**config.mk**
```make
export PLATFORM = sky130hd
export DESIGN_NAME = alu_wb_stage
export DESIGN_NICKNAME = d
export VERILOG_FILES = /design/src/rtl/alu_wb_stage.sv
export SDC_FILE = /design/constraint.sdc
export NUM_CORES = 1
export LEC_CHECK = 0
export ABC_AREA = 1
export CORE_MARGIN = 2
export CORE_UTILIZATION = 55
export DETAILED_ROUTE_END_ITERATION = 7
export GPL_TIMING_DRIVEN = 0
export PLACE_DENSITY_LB_ADDON = 0.15
export SKIP_LAST_GASP = 1
export SYNTH_ARGS = -nofsm -noshare
export SYNTH_HDL_FRONTEND = slang
export SYNTH_SLANG_ARGS = --single-unit
```
**constraint.sdc**
```tcl
create_clock -name clk -period 4.7 [get_ports clk]
set_input_delay 0.705 -clock clk [delete_from_list [all_inputs] [get_ports clk]]
set_output_delay 0.705 -clock clk [all_outputs]
set_load 0.05 [all_outputs]
```
**src/rtl/alu_wb_stage.sv**
```systemverilog
// Writeback buffer between the ALU and the register-file write port: in-order FIFO
// with valid/ready on both sides. Define ALU_WB_FWD_EN to add the forwarding lookup.
module alu_wb_stage #(
  parameter int DATA_W     = 32,
  parameter int REG_ADDR_W = 5,
  parameter int DEPTH      = 2
) (
  input  logic                    clk,
  input  logic                    rst_n,
  input  logic                    in_valid,
  output logic                    in_ready,
  input  logic [DATA_W-1:0]       in_result,
  input  logic [REG_ADDR_W-1:0]   in_rd,
  input  logic                    in_we,
  output logic                    out_valid,
  input  logic                    out_ready,
  output logic [REG_ADDR_W-1:0]   out_rd,
  output logic [DATA_W-1:0]       out_data,
  output logic [$clog2(DEPTH):0]  count
`ifdef ALU_WB_FWD_EN
  ,
  input  logic [REG_ADDR_W-1:0]   fwd_rs,
  output logic                    fwd_hit,
  output logic [DATA_W-1:0]       fwd_data
`endif
);

  localparam int PTR_W = $clog2(DEPTH);
  localparam int CNT_W = PTR_W + 1;

  logic [DATA_W-1:0]     data_q [DEPTH];
  logic [DATA_W-1:0]     data_d [DEPTH];
  logic [REG_ADDR_W-1:0] rd_q   [DEPTH];
  logic [REG_ADDR_W-1:0] rd_d   [DEPTH];
  logic [PTR_W-1:0]      head_q, head_d;
  logic [PTR_W-1:0]      tail_q, tail_d;
  logic [CNT_W-1:0]      count_q, count_d;
  logic                  push_s, keep_s, pop_s;

  // Handshake flags and head presentation, all derived from registered state.
  always_comb begin
    in_ready  = (count_q != CNT_W'(DEPTH));
    out_valid = (count_q != {CNT_W{1'b0}});
    push_s    = in_valid && in_ready;
    keep_s    = push_s && in_we && (in_rd != {REG_ADDR_W{1'b0}});
    pop_s     = out_valid && out_ready;
    count     = count_q;
    if (out_valid) begin
      out_rd   = rd_q[head_q];
      out_data = data_q[head_q];
    end else begin
      out_rd   = {REG_ADDR_W{1'b0}};
      out_data = {DATA_W{1'b0}};
    end
  end

  // Next-state for storage, pointers and occupancy; filtered pushes leave all state alone.
  always_comb begin
    data_d = data_q;
    rd_d   = rd_q;
    if (keep_s) begin
      data_d[tail_q] = in_result;
      rd_d[tail_q]   = in_rd;
      tail_d         = tail_q + PTR_W'(1);
    end else begin
      tail_d = tail_q;
    end
    if (pop_s) begin
      head_d = head_q + PTR_W'(1);
    end else begin
      head_d = head_q;
    end
    case ({keep_s, pop_s})
      2'b10:   count_d = count_q + CNT_W'(1);
      2'b01:   count_d = count_q - CNT_W'(1);
      default: count_d = count_q;
    endcase
  end

  // State registers with asynchronous clear of storage and pointers.
  always_ff @(posedge clk or negedge rst_n) begin
    if (!rst_n) begin
      for (int i = 0; i < DEPTH; i++) begin
        data_q[i] <= {DATA_W{1'b0}};
        rd_q[i]   <= {REG_ADDR_W{1'b0}};
      end
      head_q  <= {PTR_W{1'b0}};
      tail_q  <= {PTR_W{1'b0}};
      count_q <= {CNT_W{1'b0}};
    end else begin
      data_q  <= data_d;
      rd_q    <= rd_d;
      head_q  <= head_d;
      tail_q  <= tail_d;
      count_q <= count_d;
    end
  end

`ifdef ALU_WB_FWD_EN
  // Walk oldest to newest so the newest matching entry overwrites earlier hits.
  always_comb begin
    logic [PTR_W-1:0] idx;
    fwd_hit  = 1'b0;
    fwd_data = {DATA_W{1'b0}};
    idx      = head_q;
    for (int i = 0; i < DEPTH; i++) begin
      idx = head_q + PTR_W'(i);
      if ((CNT_W'(i) < count_q) && (rd_q[idx] == fwd_rs) &&
          (fwd_rs != {REG_ADDR_W{1'b0}})) begin
        fwd_hit  = 1'b1;
        fwd_data = data_q[idx];
      end else begin
        fwd_hit  = fwd_hit;
        fwd_data = fwd_data;
      end
    end
  end
`endif

endmodule

```
# Yosys cells after proc, flatten, opt, wreduce, memory -nomap -nowiden
# Cells that the tools add are included.
op_classes:
  n_addsub: 4
  n_mul: 0
  div: 0
  order_cmp: 3
  eq_ne: 3
  n_shift: 0
  mux: 15
  n_bitwise: 2
  reduce_logical: 8
ops:
  columns: ["operator", "n"]
  rows:
  - ["two-way mux 32 bit", 5]
  - ["bitwise mux 64 bit", 1]
  - ["demux 32 bit (select 1 bit)", 1]
  - ["two-way mux 5 bit", 5]
  - ["bitwise mux 10 bit", 1]
  - ["demux 5 bit (select 1 bit)", 1]
  - ["logical AND 1 bit", 5]
  - ["nonzero test 5 bit", 1]
  - [">= comparator 2 bit, second input constant", 2]
  - ["inverter 1 -> 2 bit", 2]
  - ["case mux 2 bit (2 select lines)", 1]
  - ["nonzero test 2 bit", 2]
  - ["adder 1 bit, second input constant", 2]
  - ["adder 2 x 1 -> 2 bit, second input constant", 1]
  - ["== test 2 x 1 -> 1 bit, second input constant", 1]
  - ["== test 2 bit, second input constant", 1]
  - ["less-than comparator 2 x 1 -> 1 bit, second input constant", 1]
  - ["!= test 2 bit, second input constant", 1]
  - ["subtractor 2 x 1 -> 2 bit, second input constant", 1]
totals:
  regBits: 78
  latchBits: 0
  mem_bits_rw: 0
  mem_bits_ro: 0
  input_bits: 42
  out_inout_bits: 41
  elab_cells: 42
  memories: 0

# Logic depth before layout (Yosys ltp)
# Gate-level depths: netlist (run 1).
depth:
  depth_word: 6
  mapped_depth: 8
  depth_no_buf: 7

# Least setup slack after synthesis (run 1)
# No wires, ideal clock.
synth_path:
  kind: "register -> output"
  from: "register count_q[1] (netlist: count[1])"
  to: "output out_data[12]"
  arrival_time_ns: 1.999
  t_required_ns: 3.995
  setup_slack_ns: 1.996
  path_stages_with_launch: 5
  n_path_buf: 2
  path_cell_list: "dfrtp_1 -> nor2_1 -> buf_2 -> buf_1 -> a21oi_1"
synth_between:
  elab_chain_len: 2
synth_rtl:
  columns: ["item", "line", "rtl"]
  rows:
  - ["start, declared", "37", "logic [CNT_W-1:0] count_q, count_d;"]
  - ["start signal, assigned", "89", "count_q <= {CNT_W{1'b0}};"]
  - ["start signal, assigned", "95", "count_q <= count_d;"]
  - ["nonzero test 2 bit", "43", "out_valid = (count_q != {CNT_W{1'b0}});"]
  - ["two-way mux 32 bit", "48", "if (out_valid) begin"]
  - ["end, declared", "18", "output logic [DATA_W-1:0] out_data,"]
# Every way passes these cells.

# Worst setup path after layout (run 1)
layout_path:
  from: "register head_q"
  to: "output out_data[26]"
layout_between:
  elab_chain_len: 5
layout_rtl:
  columns: ["item", "line", "rtl"]
  rows:
  - ["start, declared", "35", "logic [PTR_W-1:0] head_q, head_d;"]
  - ["start signal, assigned", "87", "head_q <= {PTR_W{1'b0}};"]
  - ["inverter 1 -> 2 bit (not written as such)", "50", "out_data = data_q[head_q];"]
  - ["two-way mux 32 bit (not written as such) (3 in series)", "50", null]
  - ["two-way mux 32 bit", "48", null]
# Every way passes these cells. The select of a mux whose other input is x is not followed.

==> results.md, run 1 <==
* # DRC at 0
* VDD IR max at 0.468 mV
* Vias at 3,837
* Row cnt at 30
* Max_slew headroom at 0.634
* DR iter-0 viols at between 200 and 250
* Critical path peak fanout at 10
* Worst path depth at 5
* Ys flop type: dfrtp_1
* Total negative setup slack at 0 ns
* Core ar. at ~6700 um^2
* Setup WS pre-CTS at 1.79 ns
* Synth area leaders: dfrtp_1, nand2_1, nand4_1, a21oi_1, buf_2
* Netlist Area Pre-Place at roughly 3800 um^2
* First-pass GRT wire length at about 18,000 um
* Worst r2r src: count[0]$_DFFE_PN0P_
* Status: finished clean
* WHS at about 0.25 ns
* Initial antenna violation count at 0
* H-tree Lvls at 3
* Die width at between 80 and 90 um
* Ys Warns at 0
* Share of post-route cells with drive strength above 1 at 0.0780
* CTS clk-pin slew, worst paths at 0.08 ns
* Die Ht at about 87 um
* P_leak at roughly 2.4 nW
* I/O Buffers at 82
* Worst Skew at roughly 0.0075 ns
* Cells after synthesis at 478
* Post-route antenna net violation count at 0
* Clock Latency Late Sink at between 0.3 and 0.4 ns
* Sequential fraction of the synthesis area at 0.515
* Synth Register Bits at 78
* Pwr Total at 0.00406 W
* CP cell instances: buf_2 -> buf_1 -> nand2_1 -> a21oi_1 -> clkdlybuf4s50_1
* Reg-to-reg slack, setup at 2.88 ns
* Root buffer cell: clkbuf_8
* Antenna fix cells at 0
* CTS Buf Count at 9
* Cts repair resizes at 0
* All-Layer GR Usage at 0.299
* WS Path Type: flop to output pin
* Post-layout minimum cycle time at between 3 and 4 ns
* Worst slew pin tran at ~0.55 ns
* Postcts setup bufs at 0
* CP top delay family: buffers and inverters
* Crit path DAT at between 2 and 3 ns
* Nets at ~620
* Final core occ at 0.735
* CP max stage cell: clkdlybuf4s50_1
* Synth top area share at 0.515
* Syn_area_per_cell at 7.93 um^2
* CTS tree: done
* Final Hold Vio Count at 0
* CTS Sinks at just under 80
* Top cells by count, synth: nand2_1, dfrtp_1, nand4_1, a21oi_1
* Most frequent cell after synthesis: nand2_1
* Final setup vio count at 0
* Slowest stage delay, CP at about 0.84 ns
* Critical path origin: head_q$_DFFE_PN0P_
* Vias in the first global route at 3,637
* Area leader, netlist: dfrtp_1
* Post-DP HPWL at around 7000 um
* Worst Setup Slack, final at 1.35 ns
* I/O pin cnt at a little over 80
* Yosys cell types at 20
* WP buf/inv at 3
* Post-synth EDFFs at 0
* CTS Buffer Depth at 2
* Reg-to-reg critical path endpoint: count[1]$_DFFE_PN0P_
* End of the critical path: out_data[26]
* DR vias/cell at slightly below 6
* Drt total wl at 10,600 um
* Initial Utilization at 0.564
* Drt pass-1 iters at 5
* GRT overflow at 0
* Total die area at approximately 7600 um^2
* Critical Path RT at roughly 4 ns
* Setup crit end kind: output pin
* P&R area growth vs syn at 30.2%
* Gpl congestion at roughly 0.9
* Crit path launch type: flop
* Ys async rst share at 1.00
* Fin crit share at 0.712
* Hold Path Class: input port to async pin
* Hold_buf cts at 0
* P per Cell Area at between 800 and 900 nW/um^2
* Max cap viols at 0
* Largest net degree at the start of global routing at 55
* RSZ-0062 raised after global routing: false
* Slew Limit Fails at 0
* Fmax at 0.299 GHz
* Reg2Reg Depth at 8
* Syn nets at roughly 520
* Routed WL per cell at ~16 um
-- metrics by stage --
step	instance area, um^2	cells
floorplan	3790	478
global placement	4710	640
detailed placement	4740	641
CTS	4940	657
global route	4940	657
finish	4940	657
-- per-layer routing --
layer / wire [um] / GRT usage / vias to the layer above
met5: 0 / 0 / -
met4: 178 / 0.114 / 0
met3: 731 / 0.0436 / 17
met2: 5190 / 0.473 / 198
met1: 4490 / 0.420 / 1838
li1: - / - / 1784
-- cell type report --
cell class	instances	area, um^2
flip-flops and latches	78	1950
fillers	530	1780
multi-input cells	353	1610
repair buffers	83	846
plain buffers	42	214
clock buffers	12	155
well taps	80	100
clock inverters	4	45.0
inverters	5	18.8
-- worst min-delay path by stage --
stage / start / end
after floorplan: rst_n / count[0]$_DFFE_PN0P_
after global placement: data_q[57]$_DFFE_PN0P_ / data_q[57]$_DFFE_PN0P_
after detailed placement: data_q[11]$_DFFE_PN0P_ / data_q[11]$_DFFE_PN0P_
after CTS: rst_n / data_q[17]$_DFFE_PN0P_
after global routing: rst_n / data_q[17]$_DFFE_PN0P_
final: rst_n / data_q[17]$_DFFE_PN0P_
-- where the power goes --
| part | switching [W] | internal (W) | leakage (nW) |
|---|---|---|---|
| sequential | 0.000186 | 0.000984 | 0.970 |
| clock | 0.000239 | 0.000272 | 0.106 |
| combinational | 0.00163 | 0.000744 | 1.30 |
-- placed cells by master (no fill, tap or decap) --
master	n
clkbuf_1	16
nand3_2	1
xor2_1	1
bufinv_16	1
ha_1	1
clkdlybuf4s50_1	81
nor2_1	4
dfrtp_1	78
nand4_1	74
nand3_1	1
inv_1	3
or2_2	1
nand3b_1	1
buf_16	1
a21oi_1	38
xnor2_1	2
a21oi_4	1
buf_4	7
buf_1	4
nand2_1	228
clkinv_2	3
inv_2	2
buf_2	15
clkbuf_8	11
buf_6	2
-- cells by family (layout without fill, tap and decap cells) --
logic type | after synthesis | after routing | synth area share
simple gates | 310 | 310 | 0.359
flops | 78 | 78 | 0.515
buf+inv | 47 | 146 | 0.0614
compound gates | 39 | 39 | 0.0544
xor+xnor | 3 | 3 | 0.00693
fa+ha+maj | 1 | 1 | 0.00330
-- sequential cells by signal (all words and copies together) (netlist names) --
register	flops
rd_q	10
head_q	1
count	2
tail_q	1
data_q	64
No activity file was read; power rests on OpenSTA's default activity.
==> inputs of run 2 (changes only) <==
Settings changed: CORE_UTILIZATION 55 to 51.
Clock period 4.7 ns to 3.2 ns, I/O delays scaled along.
==> run 2 against run 1 <==
Critical path depth is the same. Clock power grew 63%. Flip-flop and latch count is the same. Total power grew 49%. Register-to-register slack lost 1.6 ns.
==> results.md, run 2 (synthesized netlist as in run 1, its figures left out) <==
* Critical Path RT at 2.72 ns (was 3.99 ns)
* P&R area growth vs syn at 31.3% (was 30.2%)
* Total negative setup slack at 0 ns (unchanged)
* Drt pass-1 iters at 6 (was 5)
* Die Ht at 90.2 um (was 87.0 um)
* I/O Buffers at 82 (unchanged)
* Gpl congestion at 0.857 (was 0.897)
* CP cell instances: buf_2 -> buf_1 -> nand2_1 -> a21oi_1 -> clkdlybuf4s50_1 (unchanged)
* Postcts setup bufs at 0 (unchanged)
* WP buf/inv at 3 (unchanged)
* Initial Utilization at 0.526 (was 0.564)
* Row cnt at 31 (was 30)
* CTS Sinks at 78 (unchanged)
* GRT overflow at 0 (unchanged)
* Clock Latency Late Sink at 0.35 ns (was 0.34 ns)
* Max cap viols at 0 (unchanged)
* Max reg flops at 64 (unchanged)
* CTS clk-pin slew, worst paths at 0.09 ns (was 0.08 ns)
* Crit path launch type: flop (unchanged)
* Worst Setup Slack, final at 0.104 ns (was 1.35 ns)
* Hold_buf cts at 0 (unchanged)
* Antenna fix cells at 0 (unchanged)
* Post-DP HPWL at 6910 um (was 7030 um)
* Total die area at 8140 um^2 (was 7580 um^2)
* Final core occ at 0.690 (was 0.735)
* Final Hold Vio Count at 0 (unchanged)
* H-tree Lvls at 3 (unchanged)
* P_leak at 2.38 nW (about the same)
* P per Cell Area at 1210 nW/um^2 (was 822 nW/um^2)
* Status: finished clean (unchanged)
* All-Layer GR Usage at 0.263 (was 0.299)
* Critical path peak fanout at 10 (unchanged)
* Nets at 615 (unchanged)
* Setup WS pre-CTS at 0.517 ns (was 1.79 ns)
* DR vias/cell at 5.55 (was 5.84)
* Share of post-route cells with drive strength above 1 at 0.0815 (was 0.0780)
* Largest net degree at the start of global routing at 43 (was 55)
* RSZ-0062 raised after global routing: false (unchanged)
* Post-route antenna net violation count at 0 (unchanged)
* I/O pin cnt at 83 (unchanged)
* Die width at 90.2 um (was 87.0 um)
* Setup crit end kind: output pin (unchanged)
* Largest Register: data_q (unchanged)
* VDD IR max at 0.709 mV (was 0.468 mV)
* Vias in the first global route at 3,566 (was 3,637)
* First-pass GRT wire length at 17,200 um (was 17,600 um)
* Final instance area at 4980 um^2 (was 4940 um^2)
* Fin crit share at 0.967
* DP Area at 4750 um^2 (was 4740 um^2)
* WS Path Type: flop to output pin (unchanged)
* CTS Buffer Depth at 2 (unchanged)
* Final setup vio count at 0 (unchanged)
* Core ar. at 7210 um^2 (was 6720 um^2)
* CTS tree: done (unchanged)
* Worst slew pin tran at 0.576 ns (was 0.549 ns)
* Slew Limit Fails at 0 (unchanged)
* Hold Path Class: input port to async pin (unchanged)
* Commonest cells after routing, fill and taps aside: nand2_1, clkdlybuf4s50_1, dfrtp_1 (unchanged)
* Worst Skew at 0.0124 ns (was 0.00749 ns)
* Drt total wl at 10,400 um (was 10,600 um)
* Routed WL per cell at 15.4 um (was 16.1 um)
* Root buffer cell: clkbuf_8 (unchanged)
* CP top delay family: buffers and inverters (unchanged)
* Vias at 3,755 (was 3,837)
* CP max stage cell: clkdlybuf4s50_1 (unchanged)
* Pwr Total at 0.00603 W (was 0.00406 W)
* Post-layout minimum cycle time at roughly 3.1 ns
* # DRC at 0 (unchanged)
* Crit path DAT at 2.62 ns (was 2.64 ns)
* CTS Buf Count at 9 (unchanged)
* Slowest stage delay, CP at 0.84 ns (about the same)
* Commonest non-fill, non-tap cell in the layout: nand2_1 (unchanged)
* Initial antenna violation count at 0 (unchanged)
* Max_slew headroom at 0.616 (was 0.634)
* DR iter-0 viols at 243 (was 227)
* Fmax at 0.323 GHz
run 2: where the power goes:
group,total (W),internal (W),switching [W]
Sequential,0.00171,0.00145,0.000270
Combinational,0.00348,0.00109,0.00239
Clock,0.000834,0.000458,0.000376
run 2: per-layer routing:
| layer | GRT usage | share of wire |
|---|---|---|
| met1 | 0.373 | 0.44 |
| met2 | 0.407 | 0.47 |
| met3 | 0.0436 | 0.069 |
| met4 | 0.105 | 0.015 |
| met5 | 0 | 0 |
run 2: what timing repair did:
action	CTS	global route
endpoints found under the setup margin	0	6
gates resized for setup	0	1
endpoints found under the hold margin	0	0
run 2: layout make-up:
type,instances,area [um^2]
Multi-Input combinational cell,353,1610
Clock inverter,6,85.1
Clock buffer,10,138
Buffer,42,215
Fill cell,628,2240
Timing Repair Buffer,83,838
Sequential cell,78,1950
Inverter,5,18.8
Tap cell,99,124
run 2: path summary, 6_finish.rpt:
check	from	endpoint	slack [ns]	cells past startpoint
max	head_q$_DFFE_PN0P_	out_data[3]	0.10	5
min	rst_n	data_q[56]$_DFFE_PN0P_	0.09	1
max reg2reg	count[0]$_DFFE_PN0P_	count[1]$_DFFE_PN0P_	1.26	8
min reg2reg	data_q[44]$_DFFE_PN0P_	data_q[44]$_DFFE_PN0P_	0.47	2
max in group asynchronous	rst_n	data_q[41]$_DFFE_PN0P_	2.52	2
min in group clk	data_q[44]$_DFFE_PN0P_	data_q[44]$_DFFE_PN0P_	0.47	2
run 2: per-stage QoR:
stage	instances	hold slack [ns]
2_1_floorplan	478	0.184
3_3_place_gp	659	0.453
3_5_place_dp	660	0.458
4_1_cts	676	0.108
5_1_grt	676	0.126
6_report	676	0.0943
